==> config.mk <==
export PLATFORM = sky130hd
export DESIGN_NAME = pipe_hazard_ctrl
export DESIGN_NICKNAME = d
export VERILOG_FILES = /design/src/rtl/mips_ctrl_pkg.sv /design/src/rtl/pipe_hazard_ctrl_hazard_detect.sv /design/src/rtl/pipe_hazard_ctrl.sv
export SDC_FILE = /design/constraint.sdc
export NUM_CORES = 1
export LEC_CHECK = 0
export BUFFER_PORTS_ARGS = -buffer_cell sky130_fd_sc_hd__buf_2
export CAP_MARGIN = 20
export CELL_PAD_IN_SITES_DETAIL_PLACEMENT = 0
export CELL_PAD_IN_SITES_GLOBAL_PLACEMENT = 1
export CORE_MARGIN = 8
export CORE_UTILIZATION = 28
export DETAILED_ROUTE_END_ITERATION = 10
export PLACE_DENSITY_LB_ADDON = 0.1
export SLEW_MARGIN = 20
export SYNTH_ARGS = -nofsm -noshare
export SYNTH_HDL_FRONTEND = slang
export SYNTH_SLANG_ARGS = --single-unit
==> constraint.sdc <==
create_clock -name SYS_clk -period 3.41 [get_ports SYS_clk]
set_input_delay 0.5115 -clock SYS_clk [delete_from_list [all_inputs] [get_ports SYS_clk]]
set_output_delay 0.5115 -clock SYS_clk [all_outputs]
set_load 0.02 [all_outputs]
==> src/rtl/mips_ctrl_pkg.sv <==
// Shared encodings for the MIPS pipeline control logic: opcodes, functs,
// PC select codes and the hazard controller state type.
package mips_ctrl_pkg;

  localparam logic [5:0] OP_RTYPE = 6'h00;
  localparam logic [5:0] OP_BEQ   = 6'h04;
  localparam logic [5:0] OP_BNE   = 6'h05;
  localparam logic [5:0] OP_COP0  = 6'h10;
  localparam logic [5:0] OP_LB    = 6'h20;
  localparam logic [5:0] OP_LH    = 6'h21;
  localparam logic [5:0] OP_LW    = 6'h23;
  localparam logic [5:0] OP_LBU   = 6'h24;
  localparam logic [5:0] OP_LHU   = 6'h25;
  localparam logic [5:0] OP_SB    = 6'h28;
  localparam logic [5:0] OP_SH    = 6'h29;
  localparam logic [5:0] OP_SW    = 6'h2B;

  localparam logic [5:0] FN_MFHI  = 6'h10;
  localparam logic [5:0] FN_MFLO  = 6'h12;
  localparam logic [5:0] FN_ERET  = 6'h18;

  localparam logic [1:0] PCSEL_SEQ = 2'd0;
  localparam logic [1:0] PCSEL_BR  = 2'd1;
  localparam logic [1:0] PCSEL_EXC = 2'd2;
  localparam logic [1:0] PCSEL_EPC = 2'd3;

  typedef enum logic [1:0] {
    RUN     = 2'd0,
    MD_WAIT = 2'd1,
    HALT    = 2'd2
  } state_t;

endpackage

==> src/rtl/pipe_hazard_ctrl_hazard_detect.sv <==
// Combinational decode of the D and EX instructions: load-use hazard,
// mfhi/mflo dependency on the mul/div unit, and ERET in EX.
module hazard_detect
  import mips_ctrl_pkg::*;
(
  input  logic [31:0] d_instr,
  input  logic        d_valid,
  input  logic [31:0] ex_instr,
  input  logic        ex_valid,
  output logic        lu,
  output logic        md_dep,
  output logic        is_eret
);

  logic [5:0] d_op, d_funct, ex_op, ex_funct;
  logic [4:0] d_rs, d_rt, ex_rt;
  logic       ex_is_load, d_reads_rt;
  logic       unused_bits;

  assign d_op     = d_instr[31:26];
  assign d_rs     = d_instr[25:21];
  assign d_rt     = d_instr[20:16];
  assign d_funct  = d_instr[5:0];
  assign ex_op    = ex_instr[31:26];
  assign ex_rt    = ex_instr[20:16];
  assign ex_funct = ex_instr[5:0];

  assign unused_bits = ^{d_instr[15:6], ex_instr[25:21], ex_instr[15:6]};

  assign ex_is_load = (ex_op == OP_LB) || (ex_op == OP_LH) || (ex_op == OP_LW) ||
                      (ex_op == OP_LBU) || (ex_op == OP_LHU);

  // Immediate-form ALU ops write rt, so only R-type, branches and stores read it.
  assign d_reads_rt = (d_op == OP_RTYPE) || (d_op == OP_BEQ) || (d_op == OP_BNE) ||
                      (d_op == OP_SB) || (d_op == OP_SH) || (d_op == OP_SW);

  assign lu = ex_valid && d_valid && ex_is_load && (ex_rt != 5'd0) &&
              ((ex_rt == d_rs) || (d_reads_rt && (ex_rt == d_rt)));

  assign md_dep = d_valid && (d_op == OP_RTYPE) &&
                  ((d_funct == FN_MFHI) || (d_funct == FN_MFLO));

  assign is_eret = ex_valid && (ex_op == OP_COP0) && (ex_funct == FN_ERET);

endmodule

==> src/rtl/pipe_hazard_ctrl.sv <==
// Pipeline controller: stall/flush/bubble and PC select from hazards, branches
// and exceptions; owns EPC/CAUSE/EXL, the double-fault halt and a stall counter.
module pipe_hazard_ctrl
  import mips_ctrl_pkg::*;
#(
  parameter logic [31:0] EXC_VECTOR = 32'h0000_0080,
  parameter int          CNT_W      = 16
) (
  input  logic             SYS_clk,
  input  logic             SYS_reset,
  input  logic [31:0]      D_instruction,
  input  logic             D_valid,
  input  logic [31:0]      EX_instruction,
  input  logic             EX_valid,
  input  logic [31:0]      EX_pc,
  input  logic [2:0]       EX_exception_signal,
  input  logic             EX_branch_taken,
  input  logic             MD_busy,
  output logic             PC_stall,
  output logic             D_stall,
  output logic             D_flush,
  output logic             EX_bubble,
  output logic [1:0]       PC_sel,
  output logic [31:0]      EPC,
  output logic [2:0]       CAUSE,
  output logic             EXL,
  output logic             halted,
  output logic [CNT_W-1:0] stall_count
);

  state_t state, state_nxt;
  logic   lu, md_dep, is_eret, exc;
  logic   take_exc, do_eret;

  hazard_detect u_hazard_detect (
    .d_instr  (D_instruction),
    .d_valid  (D_valid),
    .ex_instr (EX_instruction),
    .ex_valid (EX_valid),
    .lu       (lu),
    .md_dep   (md_dep),
    .is_eret  (is_eret)
  );

  assign exc    = EX_valid && (EX_exception_signal != 3'd0);
  assign halted = (state == HALT);

  always_comb begin
    state_nxt = state;
    PC_stall  = 1'b0;
    D_stall   = 1'b0;
    D_flush   = 1'b0;
    EX_bubble = 1'b0;
    PC_sel    = PCSEL_SEQ;
    take_exc  = 1'b0;
    do_eret   = 1'b0;
    if (SYS_reset) begin
      D_flush   = 1'b1;
      EX_bubble = 1'b1;
      state_nxt = RUN;
    end else begin
      case (state)
        RUN: begin
          if (exc && EXL) begin
            D_flush   = 1'b1;
            EX_bubble = 1'b1;
            state_nxt = HALT;
          end else if (exc) begin
            PC_sel    = PCSEL_EXC;
            D_flush   = 1'b1;
            EX_bubble = 1'b1;
            take_exc  = 1'b1;
          end else if (is_eret) begin
            PC_sel    = PCSEL_EPC;
            D_flush   = 1'b1;
            EX_bubble = 1'b1;
            do_eret   = 1'b1;
          end else if (EX_branch_taken) begin
            PC_sel    = PCSEL_BR;
            D_flush   = 1'b1;
            EX_bubble = 1'b1;
          end else if (lu || (md_dep && MD_busy)) begin
            PC_stall  = 1'b1;
            D_stall   = 1'b1;
            EX_bubble = 1'b1;
            if (!lu) state_nxt = MD_WAIT;
          end
        end
        MD_WAIT: begin
          if (MD_busy) begin
            PC_stall  = 1'b1;
            D_stall   = 1'b1;
            EX_bubble = 1'b1;
          end else begin
            state_nxt = RUN;
          end
        end
        HALT: begin
          PC_stall  = 1'b1;
          D_stall   = 1'b1;
          EX_bubble = 1'b1;
        end
        default: state_nxt = RUN;
      endcase
    end
  end

  // EXC_VECTOR is applied by the fetch mux when PC_sel selects it.
  always_ff @(posedge SYS_clk) begin
    if (SYS_reset) begin
      state       <= RUN;
      EPC         <= 32'd0;
      CAUSE       <= 3'd0;
      EXL         <= 1'b0;
      stall_count <= '0;
    end else begin
      state <= state_nxt;
      if (take_exc) begin
        EPC   <= EX_pc;
        CAUSE <= EX_exception_signal;
        EXL   <= 1'b1;
      end else if (do_eret) begin
        EXL   <= 1'b0;
      end
      if (PC_stall && (stall_count != {CNT_W{1'b1}}))
        stall_count <= stall_count + CNT_W'(1);
    end
  end

endmodule

After elaboration in Yosys (flattened, before gate mapping)
Index checks and enable logic that the tools add are counted.
{ "word_totals": {"wordCells": 108, "n_memories": 0, "ramBits": 0, "latch_bits": 0, "reg_bits": 54, "output_inout_bits": 59, "mem_bits_ro": 0, "inputBits": 105} }
{ "op_classes": {"mux": 45, "reduce_logical": 31, "div": 0, "eq_ne": 25, "shift": 0, "multipliers": 0, "bitwise": 1, "order_cmp": 0, "n_addsub": 1} }
{ "op_table": {"columns": ["op", "n"], "rows": [
  ["$eq 6x6->1 const B", 8],
  ["$mux 1", 30],
  ["$eq 6x5->1 const B", 4],
  ["$mux 2", 12],
  ["$add 16x1->16 const B", 1],
  ["$ne 16x16->1 const B", 1],
  ["$ne 3x3->1 const B", 5],
  ["$logic_and 1x1->1", 13],
  ["$eq 6x3->1 const B", 2],
  ["$logic_or 1x1->1", 12],
  ["$eq 5x5->1", 2],
  ["$reduce_and 7->1", 1],
  ["$logic_not 6->1", 1],
  ["$pmux 1 s3", 2],
  ["$pmux 2 s3", 1],
  ["$reduce_bool 5->1", 1],
  ["$reduce_bool 3->1", 1],
  ["$eq 2x1->1 const B", 1],
  ["$eq 2x2->1 const B", 1],
  ["$logic_not 2->1", 1],
  ["$ne 2x2->1 const B", 1],
  ["$reduce_bool 2->1", 1],
  ["$not 1->1", 1]
]} }

Longest topological paths before layout
Gate-level depths: netlist (run 1).
{ "depth": {"ltp_word": 18, "ltp_mapped": 10, "ltp_nobuf": 7} }

By module
From an unflattened synthesis (run 1), not the netlist that was laid out.
{ "hier_totals": {"hier_cells": 317, "area_unflattened_um2": 2527.4} }
{ "modules_own_cells": {"columns": ["mod", "n_inst", "area_per_inst_um2", "seq_area_each_um2", "cells_each"], "rows": [
  ["pipe_hazard_ctrl", 1, 2272.2, 1081.0, 283],
  ["hazard_detect", 1, 255.2, 0.0, 34]
]} }

Worst setup path before layout (run 1)
Ideal clock, no wire load.
{ "synth_path": {"kind": "input-to-output", "startpoint": "input port D_instruction[26]", "endpoint": "output port PC_stall", "cell_stages": 8, "arrival_ns": 2.678, "path_buffers": 3, "slack_ns": 0.220, "required_ns": 2.898, "path_cell_list": "or4_1 > or4_4 > a31oi_4 > nand2_2 > buf_6 > clkbuf_1 > nor2_1 > buf_4"} }
{ "synth_between": {"elab_chain_len": 17, "elab_cells_between_ends": 25, "classes_between": "eq/ne: 5; mux: 7; reduce/logical: 13"} }
{ "synth_lines": {"columns": ["item", "line", "rtl"], "rows": [
  ["from (decl)", "pipe_hazard_ctrl.sv:11", "input logic [31:0] D_instruction,"],
  ["$eq 6x3->1 or $logic_not 6->1 (tied branches)", "pipe_hazard_ctrl_hazard_detect.sv:34, pipe_hazard_ctrl_hazard_detect.sv:40", null],
  ["$logic_or 1x1->1 (3 in a row)", "pipe_hazard_ctrl_hazard_detect.sv:34", "assign d_reads_rt = (d_op == OP_RTYPE) || (d_op == OP_BEQ) || (d_op == OP_BNE) ||"],
  ["$logic_or 1x1->1 (2 in a row)", "pipe_hazard_ctrl_hazard_detect.sv:35", "(d_op == OP_SB) || (d_op == OP_SH) || (d_op == OP_SW);"],
  ["$logic_and 1x1->1", "pipe_hazard_ctrl_hazard_detect.sv:38", "((ex_rt == d_rs) || (d_reads_rt && (ex_rt == d_rt)));"],
  ["$logic_or 1x1->1", "pipe_hazard_ctrl_hazard_detect.sv:38", null],
  ["$logic_and 1x1->1", "pipe_hazard_ctrl_hazard_detect.sv:37", "assign lu = ex_valid && d_valid && ex_is_load && (ex_rt != 5'd0) &&"],
  ["$logic_or 1x1->1 (*)", "pipe_hazard_ctrl.sv:82", "end else if (lu || (md_dep && MD_busy)) begin"],
  ["$mux 1 (*) (5 in a row)", null, null],
  ["$pmux 1 s3 (*)", null, null],
  ["$mux 1 (*)", null, null],
  ["to (decl)", "pipe_hazard_ctrl.sv:19", "output logic PC_stall,"]
]} }
Every way passes the cells marked *; elsewhere a longest branch is shown, timed or not.

Worst setup path after layout (run 1)
{ "layout_path": {"startpoint": "input port D_instruction[26]", "endpoint": "output port D_stall"} }
{ "layout_between": {"elab_chain_len": 17, "elab_cells_between_ends": 25, "classes_between": "eq/ne: 5; mux: 7; reduce/logical: 13"} }
{ "layout_lines": {"columns": ["item", "line", "rtl"], "rows": [
  ["$eq 6x3->1 or $logic_not 6->1 (tied branches)", "pipe_hazard_ctrl_hazard_detect.sv:34, pipe_hazard_ctrl_hazard_detect.sv:40", null],
  ["$logic_or 1x1->1 (3 in a row)", "pipe_hazard_ctrl_hazard_detect.sv:34", null],
  ["$logic_or 1x1->1 (2 in a row)", "pipe_hazard_ctrl_hazard_detect.sv:35", null],
  ["$logic_and 1x1->1", "pipe_hazard_ctrl_hazard_detect.sv:38", null],
  ["$logic_or 1x1->1", "pipe_hazard_ctrl_hazard_detect.sv:38", null],
  ["$logic_and 1x1->1", "pipe_hazard_ctrl_hazard_detect.sv:37", null],
  ["$logic_or 1x1->1 (*)", "pipe_hazard_ctrl.sv:82", null],
  ["$mux 1 (*)", "pipe_hazard_ctrl.sv:82", null],
  ["$mux 1 (*)", "pipe_hazard_ctrl.sv:78", "end else if (EX_branch_taken) begin"],
  ["$mux 1 (*)", "pipe_hazard_ctrl.sv:73", "end else if (is_eret) begin"],
  ["$mux 1 (*)", "pipe_hazard_ctrl.sv:68", "end else if (exc) begin"],
  ["$mux 1 (*)", "pipe_hazard_ctrl.sv:64", "if (exc && EXL) begin"],
  ["$pmux 1 s3 (*)", "pipe_hazard_ctrl.sv:62", "case (state)"],
  ["$mux 1 (*)", "pipe_hazard_ctrl.sv:57", "if (SYS_reset) begin"],
  ["to (decl)", "pipe_hazard_ctrl.sv:20", "output logic D_stall,"]
]} }
Marks and branches as above.

==> results.json, run 1 <==
{
  "synth_top_area_share_pct": 42.5,
  "fmax_mhz": 326,
  "p_total_w": 0.00130,
  "antenna_found_initial": 0,
  "p_per_area_nw_per_um2": 378,
  "row_count": 35,
  "synth-seq-area-share_pct": 42.5,
  "ir_worst_vdd_uv": 145,
  "grt_pass1_wl_um": 13400,
  "max_stage_delay_ns": 0.53,
  "yosysUniqueCellTypes": 46,
  "fin_cells": 566,
  "mostFrequentLayoutCell": "buf_2",
  "cp.depth": 7,
  "globalRouteOverflowTotal": 0,
  "cp.required_ns": 2.90,
  "start_util_pct": 28.2,
  "cts_max_path_buffers": 2,
  "wl_um": 8110,
  "synth_compound_area_share_pct": 17.6,
  "grt_usage_pct": 12.7,
  "rsz0062_at_grt": "false",
  "clock_latency_ns": 0.31,
  "period_share_pct": 90.0,
  "yosys_warnings": 0,
  "cts_root_buf": "clkbuf_8",
  "drt_iter0_drc": 92,
  "clkSinkCount": 54,
  "rr_worst_depth": 8,
  "synth_nets": 430,
  "synth-xor-area-share_pct": 4.13,
  "io_pins": 164,
  "slew_violations": 0,
  "dp.cells": 558,
  "seqCellArea_um2": 1080,
  "drive_gt1_share_pct": 34.3,
  "yosys.area.top_type": "dfxtp_1",
  "numPortBuffers": 137,
  "via_per_inst": 4.75,
  "path_cells": "buf_2 -> or4_1 -> or4_4 -> a31oi_4 -> nand2_2 -> nor2_1 -> buf_2",
  "synthArstFlopShare_pct": 0,
  "synth_top_family_by_area": "simple AND/OR/NAND/NOR gates",
  "drc_errors": 0,
  "regToRegSetupSlack_ns": 1.19,
  "firstDrtPassIters": 4,
  "netlist_area_um2": 2550,
  "ctsResizeCount": 0,
  "die_area_um2": 12400,
  "finalSetupViolations": 0,
  "fillers": 1003,
  "hold_depth": 3,
  "syn_avg_cell_area_um2": 7.86,
  "r2r_start": "state[1]",
  "crit_arrival_ns": 2.56,
  "syn2layout_area_growth_pct": 34.4,
  "final_net_count": 560,
  "crit_path_frequent_cell": "buf_2",
  "end_kind": "primary output",
  "muxShareOfSynthArea_pct": 1.72,
  "cts_tree": "yes",
  "fin_crit_ns": 3.07,
  "timing.max_cap.violations": 0,
  "startpoint": "D_instruction[26]",
  "h-tree-depth": 2,
  "num_antenna_cells": 0,
  "hold_buffers": 0,
  "fin_worst_skew_ns": 0.00893,
  "cts_setup_buffers": 0,
  "hold_violations": 0,
  "timing.rr.end": "stall_count[14]",
  "p_leak_nw": 1.54,
  "hold_class": "in -> reg",
  "syn_inst": 324,
  "slowest_stage": "or4_4",
  "slew_headroom_pct": 53.6,
  "worstMarginPinSlew_ns": 0.696,
  "routedWlPerCell_um": 14.3,
  "synthSimpleGateAreaFrac_pct": 30.1,
  "synthAdderAreaFrac_pct": 0.491,
  "setup_tns_ns": 0,
  "die_h_um": 111,
  "final_cell_mix": "buf_2 (137), nand2_1 (82), dfxtp_1 (54)",
  "final_antenna_net_count": 0,
  "die_w_um": 111,
  "ys.flop_type": "dfxtp_1",
  "start_kind": "input port",
  "path_buf_inv": 2,
  "yosys-top-cells-area": "dfxtp_1 (42%), nand2_1 (12%), a21oi_1 (9.2%)",
  "vias": 2688,
  "path_clk_slew_ns": 0.10,
  "coreArea_um2": 9020,
  "status": "finished, final reports clean",
  "multi_input_area_um2": 1380,
  "numCtsBuffers": 5,
  "grt_max_degree": 42,
  "crit_type": "in -> out",
  "critPathTopFamily": "simple AND/OR/NAND/NOR gates",
  "synth_edf_count": 0,
  "path_max_fanout": 14,
  "dp_hpwl_um": 6280,
  "cp-endpoint": "D_stall",
  "gp_congestion": 0.738,
  "grt_pass1_vias": 2797,
  "ys_seq_elements": 54
}
-- through the flow --
step           area [um^2]  util (%)  worst slack (ns)  hold slack [ns]
6_report              3420      37.9             0.340            0.427
2_1_floorplan         2550         -             0.220            0.503
3_5_place_dp          3320      36.9             0.273            0.443
3_3_place_gp          3320      36.9             0.305            0.439
5_1_grt               3420      37.9             0.173            0.408
4_1_cts               3420      37.9             0.257            0.413
-- state kept, by name (all words and copies together), names as in the netlist --
signal and cells:
EXL 1, CAUSE 3, stall_count 16, EPC 32, state 2
-- cells in the mapped netlist, types with 5 or more instances --
| cell | instances |
|---|---|
| nor2_1 | 12 |
| dfxtp_1 | 54 |
| a21oi_1 | 47 |
| xor2_1 | 9 |
| or4_1 | 6 |
| clkbuf_1 | 15 |
| nand3_1 | 10 |
| nor2b_1 | 5 |
| nor3_1 | 9 |
| and3_1 | 5 |
| nand2_1 | 82 |
-- worst register-to-register path, stage by stage, from the launching register on --
cell     delay [ns]
dfxtp_1        0.46
nor2b_1        0.27
a21o_1         0.11
a31oi_1        0.06
a31oi_4        0.20
nand2_2        0.19
buf_4          0.23
or4_1          0.50
a21oi_1        0.14
-- logic make-up (layout without fill, tap and decap cells) --
logic type	after synthesis	after routing
AO/OA/AOI/OAI	74	74
XOR/XNOR	12	12
adder cells (fa/ha/maj)	1	1
buffers and inverters	21	152
flip-flops	54	54
multiplexers	4	4
AND/OR/NAND/NOR	158	158
-- layout make-up --
cell class,instances,area share (%)
clock buffers,6,2.41
clock inverters,2,0.475
well taps,111,4.06
multi-input cells,249,40.2
flip-flops and latches,54,31.6
inverters,3,0.329
repair buffers,141,20.9
-- metal layers --
layer	track usage (%)	up-vias	share of wire, %
met5	0	-	0
met4	2.76	0	0.60
met3	5.70	4	8.6
met2	20.0	98	44
met1	15.5	1185	46
li1	-	1401	-
-- worst min path at each step --
| stage | start | to | slack, ns |
|---|---|---|---|
| final | EX_pc[1] | EPC[1] | 0.43 |
| after global routing | EX_pc[3] | EPC[3] | 0.41 |
| after CTS | EX_pc[4] | EPC[4] | 0.41 |
| after detailed placement | EPC[22] | EPC[22] | 0.44 |
| after global placement | EPC[14] | EPC[14] | 0.44 |
| after floorplan | state[1] | state[0] | 0.50 |
-- power by group --
part / internal, W / switching [W]
clock network: 0.000168 / 0.000219
registers: 0.000659 / 0.0000143
logic: 0.0000912 / 0.000144
total: 0.000918 / 0.000378
Note: power is estimated with default switching activity, not from simulation.
==> run 2: changes to the inputs <==
==> constraint.sdc (replaced) <==
create_clock -name SYS_clk -period 2.85 [get_ports SYS_clk]
set_input_delay 0.4275 -clock SYS_clk [delete_from_list [all_inputs] [get_ports SYS_clk]]
set_output_delay 0.4275 -clock SYS_clk [all_outputs]
set_load 0.02 [all_outputs]
==> run 2 against run 1 <==
Effect of this change:
- utilization increased by 0.62 points
- via count increased by 1.4%
- combinational power increased by 21%
- wire length increased by 2.4%
- largest power group unchanged
- clock skew increased by 0.0049 ns
- cell count increased by 1.1%
- highest routed layer unchanged
- critical path type unchanged
- non-clock buffer count increased by 6
- clock-buffer cell count decreased by 1
- worst setup slack got worse by 0.23 ns
- clock power increased by 19%
==> results.json, run 2 (synthesized netlist as in run 1, its figures left out) <==
{
  "period_share_pct": 96.3,
  "p_switching_w": 0.000471,
  "top_regs": "EPC: 32 flops, stall_count: 16 flops, CAUSE: 3 flops",
  "final_net_count": 566,
  "numCtsBuffers": 5,
  "slew_headroom_pct": 53.5,
  "grt_pass1_wl_um": 13700,
  "ctsResizeCount": 0,
  "dp_hpwl_um": 6420,
  "ir_worst_vdd_uv": 235,
  "finalSetupViolations": 0,
  "gp_congestion": 0.760,
  "fin_crit_ns": 2.74,
  "cts_max_path_buffers": 2,
  "crit_arrival_ns": 2.32,
  "grt_max_degree": 36,
  "globalRouteOverflowTotal": 0,
  "setup_tns_ns": 0,
  "path_clk_slew_ns": 0.11,
  "place_area_um2": 3380,
  "crit_type": "in -> out",
  "max_stage_delay_ns": 0.53,
  "largest_reg_flops": 32,
  "slowest_stage": "or4_4",
  "coreArea_um2": 9020,
  "mostFrequentLayoutCell": "buf_2",
  "drt_iter0_drc": 91,
  "die_h_um": 111,
  "start_kind": "input port",
  "start_util_pct": 28.2,
  "cts_root_buf": "clkbuf_8",
  "wl_um": 8310,
  "cts_setup_buffers": 0,
  "via_per_inst": 4.76,
  "row_count": 35,
  "grt_usage_pct": 13.0,
  "seq_power_share_pct": 51.9,
  "cp.required_ns": 2.42,
  "final_area_um2": 3480,
  "slew_violations": 0,
  "clkSinkCount": 54,
  "cts_tree": "yes",
  "fmax_mhz": 364,
  "path_cells": "buf_2 -> or4_1 -> or4_4 -> a31oi_4 -> nand2_4 -> buf_4 -> nor2_4 -> buf_2",
  "p_leak_nw": 1.58,
  "firstDrtPassIters": 4,
  "syn2layout_area_growth_pct": 36.7,
  "intPower_w": 0.00108,
  "grt_pass1_vias": 2768,
  "final_antenna_net_count": 0,
  "regMostFlops": "EPC",
  "path_max_fanout": 7,
  "num_antenna_cells": 0,
  "numPortBuffers": 137,
  "hold_class": "in -> reg",
  "io_pins": 164,
  "die_w_um": 111,
  "worstMarginPinSlew_ns": 0.697,
  "timing.max_cap.violations": 0,
  "drive_gt1_share_pct": 35.4,
  "antenna_found_initial": 0,
  "h-tree-depth": 2,
  "p_per_area_nw_per_um2": 447,
  "critPathTopFamily": "simple AND/OR/NAND/NOR gates",
  "clock_latency_ns": 0.31,
  "final_cell_mix": "buf_2 (137), nand2_1 (82), dfxtp_1 (54)",
  "rsz0062_at_grt": "false",
  "p_sw_share_pct": 30.3,
  "end_kind": "primary output",
  "p_total_w": 0.00155,
  "crit_path_frequent_cell": "buf_2",
  "fin_worst_skew_ns": 0.0138,
  "die_area_um2": 12400,
  "drc_errors": 0,
  "path_buf_inv": 3,
  "vias": 2725,
  "clock_power_share_pct": 29.7,
  "hold_buffers": 0,
  "combPwrFrac_pct": 18.3,
  "hold_violations": 0,
  "routedWlPerCell_um": 14.5,
  "status": "finished, final reports clean"
}
==> run 2: worst paths after layout <==
check,start,endpoint,slack (ns),depth (start not counted)
worst max-delay path,D_instruction[26],PC_stall,0.11,8
worst min-delay path,EX_pc[25],EPC[25],0.34,3
worst max register to register,state[1],stall_count[3],0.79,8
worst min register to register,EPC[21],EPC[21],0.46,2
==> run 2: cell type report <==
cell class              instances  area [um^2]
fillers                       992         5540
multi-input cells             249         1390
flip-flops and latches         54         1080
repair buffers                147          761
well taps                     111          139
clock buffers                   5         68.8
clock inverters                 3         28.8
inverters                       3         11.3
==> run 2: worst reg2reg max path, stage by stage, from the launching register on <==
cell and delay (ns):
dfxtp_1 0.44, nor2b_1 0.25, a21o_1 0.11, a31oi_1 0.06
a31oi_4 0.23, nand2_4 0.11, buf_4 0.16, or4_1 0.50
a21oi_1 0.14
==> run 2: stage by stage <==
step,utilization (%),hold WS (ns),setup slack [ns],std cells
after detailed placement,37.4,0.444,0.0228,564
after CTS,38.5,0.325,0.0557,572
after global placement,37.4,0.438,0.0449,564
after floorplan,-,0.503,0.0143,324
after global routing,38.6,0.333,0.0325,572
final,38.6,0.339,0.106,572
==> run 2: routing by layer <==
layer	vias to the layer above	GRT usage, %	routed length [um]
met3	2	4.78	571
met1	1237	15.1	3660
li1	1417	-	-
met2	69	22.1	4040
met4	0	2.67	38
met5	-	0	0
==> run 2: power by group through the flow <==
stage	Clock [W]	Combinational [W]	Sequential, W
5_1_grt	0.000512	0.000319	0.000812
6_report	0.000462	0.000285	0.000807
2_1_floorplan	0	0.000118	0.000864
3_5_place_dp	0	0.000290	0.000824
3_3_place_gp	0	0.000289	0.000822
4_1_cts	0.000491	0.000291	0.000807
==> run 3: changes to the inputs <==
==> constraint.sdc (replaced) <==
create_clock -name SYS_clk -period 2.85 [get_ports SYS_clk]
set_input_delay 0.4275 -clock SYS_clk [delete_from_list [all_inputs] [get_ports SYS_clk]]
set_output_delay 0.4275 -clock SYS_clk [all_outputs]
set_load 0.1 [all_outputs]
==> run 3 against run 2 <==
Effect of this change:
- highest routed layer unchanged
- clock-buffer cell count is the same
- global-route usage is essentially flat
- first-iteration DRC count shrank 20%
- sequential share of layout area shrank 0.86 points
- non-clock buffer count grew 2
- combinational power grew 83%
- die area is the same
- largest power group unchanged
- critical path type unchanged
- wire length shrank 0.28%
==> results.json, run 3 (synthesized netlist as in run 1, its figures left out) <==
{
  "grt_pass1_wl_um": 13900,
  "use_met2_pct": 21.5,
  "h-tree-depth": 2,
  "firstDrtPassIters": 4,
  "final_cell_mix": "buf_2 (133), nand2_1 (82), dfxtp_1 (54)",
  "gp_congestion": 0.725,
  "drc_errors": 0,
  "timing.rr.end": "stall_count[7]",
  "path_max_fanout": 13,
  "grt_use_met1_pct": 15.7,
  "slew_headroom_pct": 52.9,
  "start_util_pct": 28.2,
  "row_count": 35,
  "start_kind": "input port",
  "startpoint": "D_instruction[26]",
  "largest_reg_flops": 32,
  "io_pins": 164,
  "cts_max_path_buffers": 2,
  "cts_setup_buffers": 0,
  "slew_violations": 0,
  "die_w_um": 111,
  "p_total_w": 0.00184,
  "timing.max_cap.violations": 0,
  "clkSinkCount": 54,
  "syn2layout_area_growth_pct": 40.5,
  "regMostFlops": "EPC",
  "cts_tree": "yes",
  "drt_iter0_drc": 73,
  "p_leak_nw": 1.62,
  "regToRegSetupSlack_ns": 0.78,
  "top_regs": "EPC: 32 flops, stall_count: 16 flops, CAUSE: 3 flops",
  "cts_root_buf": "clkbuf_8",
  "setup_ws_ns": 0.0816,
  "grt_max_degree": 40,
  "vias": 2743,
  "drive_gt1_share_pct": 35.9,
  "path_clk_slew_ns": 0.10,
  "ir_worst_vdd_uv": 217,
  "antenna_found_initial": 0,
  "grt_pass1_vias": 2905,
  "rr_worst_depth": 7,
  "worstMarginPinSlew_ns": 0.706,
  "coreArea_um2": 9020,
  "status": "finished, final reports clean",
  "hold_violations": 0,
  "dp_hpwl_um": 6380,
  "clock_latency_ns": 0.30,
  "crit_arrival_ns": 2.34,
  "fmax_mhz": 361,
  "p_per_area_nw_per_um2": 514,
  "end_kind": "primary output",
  "wl_um": 8290,
  "finalSetupViolations": 0,
  "globalRouteOverflowTotal": 0,
  "numCtsBuffers": 5,
  "period_share_pct": 97.1,
  "cp.required_ns": 2.42,
  "mostFrequentLayoutCell": "buf_2",
  "num_antenna_cells": 0,
  "final_net_count": 568,
  "numPortBuffers": 137,
  "rsz0062_at_grt": "false",
  "die_h_um": 111,
  "fin_crit_ns": 2.77,
  "grtUsageMet3_pct": 4.35,
  "busiest_layer": "met2",
  "routedWlPerCell_um": 14.5,
  "r2r_start": "state[1]",
  "crit_type": "in -> out",
  "cp-endpoint": "D_stall",
  "die_area_um2": 12400,
  "fin_util_pct": 39.7,
  "grt_usage_pct": 13.0,
  "fin_worst_skew_ns": 0.00569,
  "hold_class": "in -> reg",
  "fin_cells": 573,
  "dp.cells": 566,
  "via_per_inst": 4.79,
  "final_antenna_net_count": 0,
  "pre_cts_ws_ns": -0.0165
}
run 3: changes by cell type in the layout (fill, tap and decap cells not counted), sizes merged:
cell | previous run | this run
bufinv | 0 | 1
buf | 147 | 149
clkinv | 2 | 1
inv | 4 | 3
run 3: worst min-delay path by stage:
| stage | endpoint | cells after the start | startpoint | slack [ns] |
|---|---|---|---|---|
| after CTS | EPC[6] | 3 | EX_pc[6] | 0.34 |
| after global routing | EPC[4] | 3 | EX_pc[4] | 0.33 |
| after detailed placement | EPC[28] | 2 | EPC[28] | 0.44 |
| after global placement | EPC[16] | 2 | EPC[16] | 0.44 |
| after floorplan | state[0] | 1 | state[1] | 0.51 |
| final | EPC[27] | 3 | EX_pc[27] | 0.35 |
run 3: worst max-delay path: stages:
cell and delay (ns):
buf_2 0.10, or4_1 0.51, or4_4 0.53, a31oi_4 0.21
nand2_4 0.15, nor2_4 0.21, buf_12 0.20
run 3: layer usage:
metal | up-vias | part of all wire, %
met3 | 6 | 6.9
met1 | 1232 | 46
met4 | 0 | 1.0
met5 | - | 0
met2 | 94 | 46
li1 | 1411 | -
run 3: cell type report:
cell class,instances,area [um^2]
inverter,3,11.3
clock inverter,2,38.8
fill,1020,5440
timing repair buffer,149,836
sequential,54,1080
tap,111,139
multi-input combinational,249,1400
clock buffer,5,68.8
run 3: power breakdown:
part	switching, W	leakage [nW]	total [W]	internal (W)
Sequential	0.0000178	0.440	0.000806	0.000788
Clock	0.000253	0.0542	0.000512	0.000259
Combinational	0.000401	1.12	0.000521	0.000120
Total	0.000672	1.62	0.00184	0.00117
run 3: repair_timing:
action / CTS / global route
endpoints found under the setup margin: 2 / 0
gates resized for setup: 1 / 0
hold buffers: 0 / 0
run 3: stage by stage:
stage | setup TNS (ns) | hold WS (ns) | area [um^2]
2_1_floorplan | -0.567 | 0.511 | 2590
3_5_place_dp | -0.0165 | 0.443 | 3470
4_1_cts | 0 | 0.337 | 3580
6_report | 0 | 0.350 | 3580
3_3_place_gp | 0 | 0.439 | 3470
5_1_grt | 0 | 0.334 | 3580
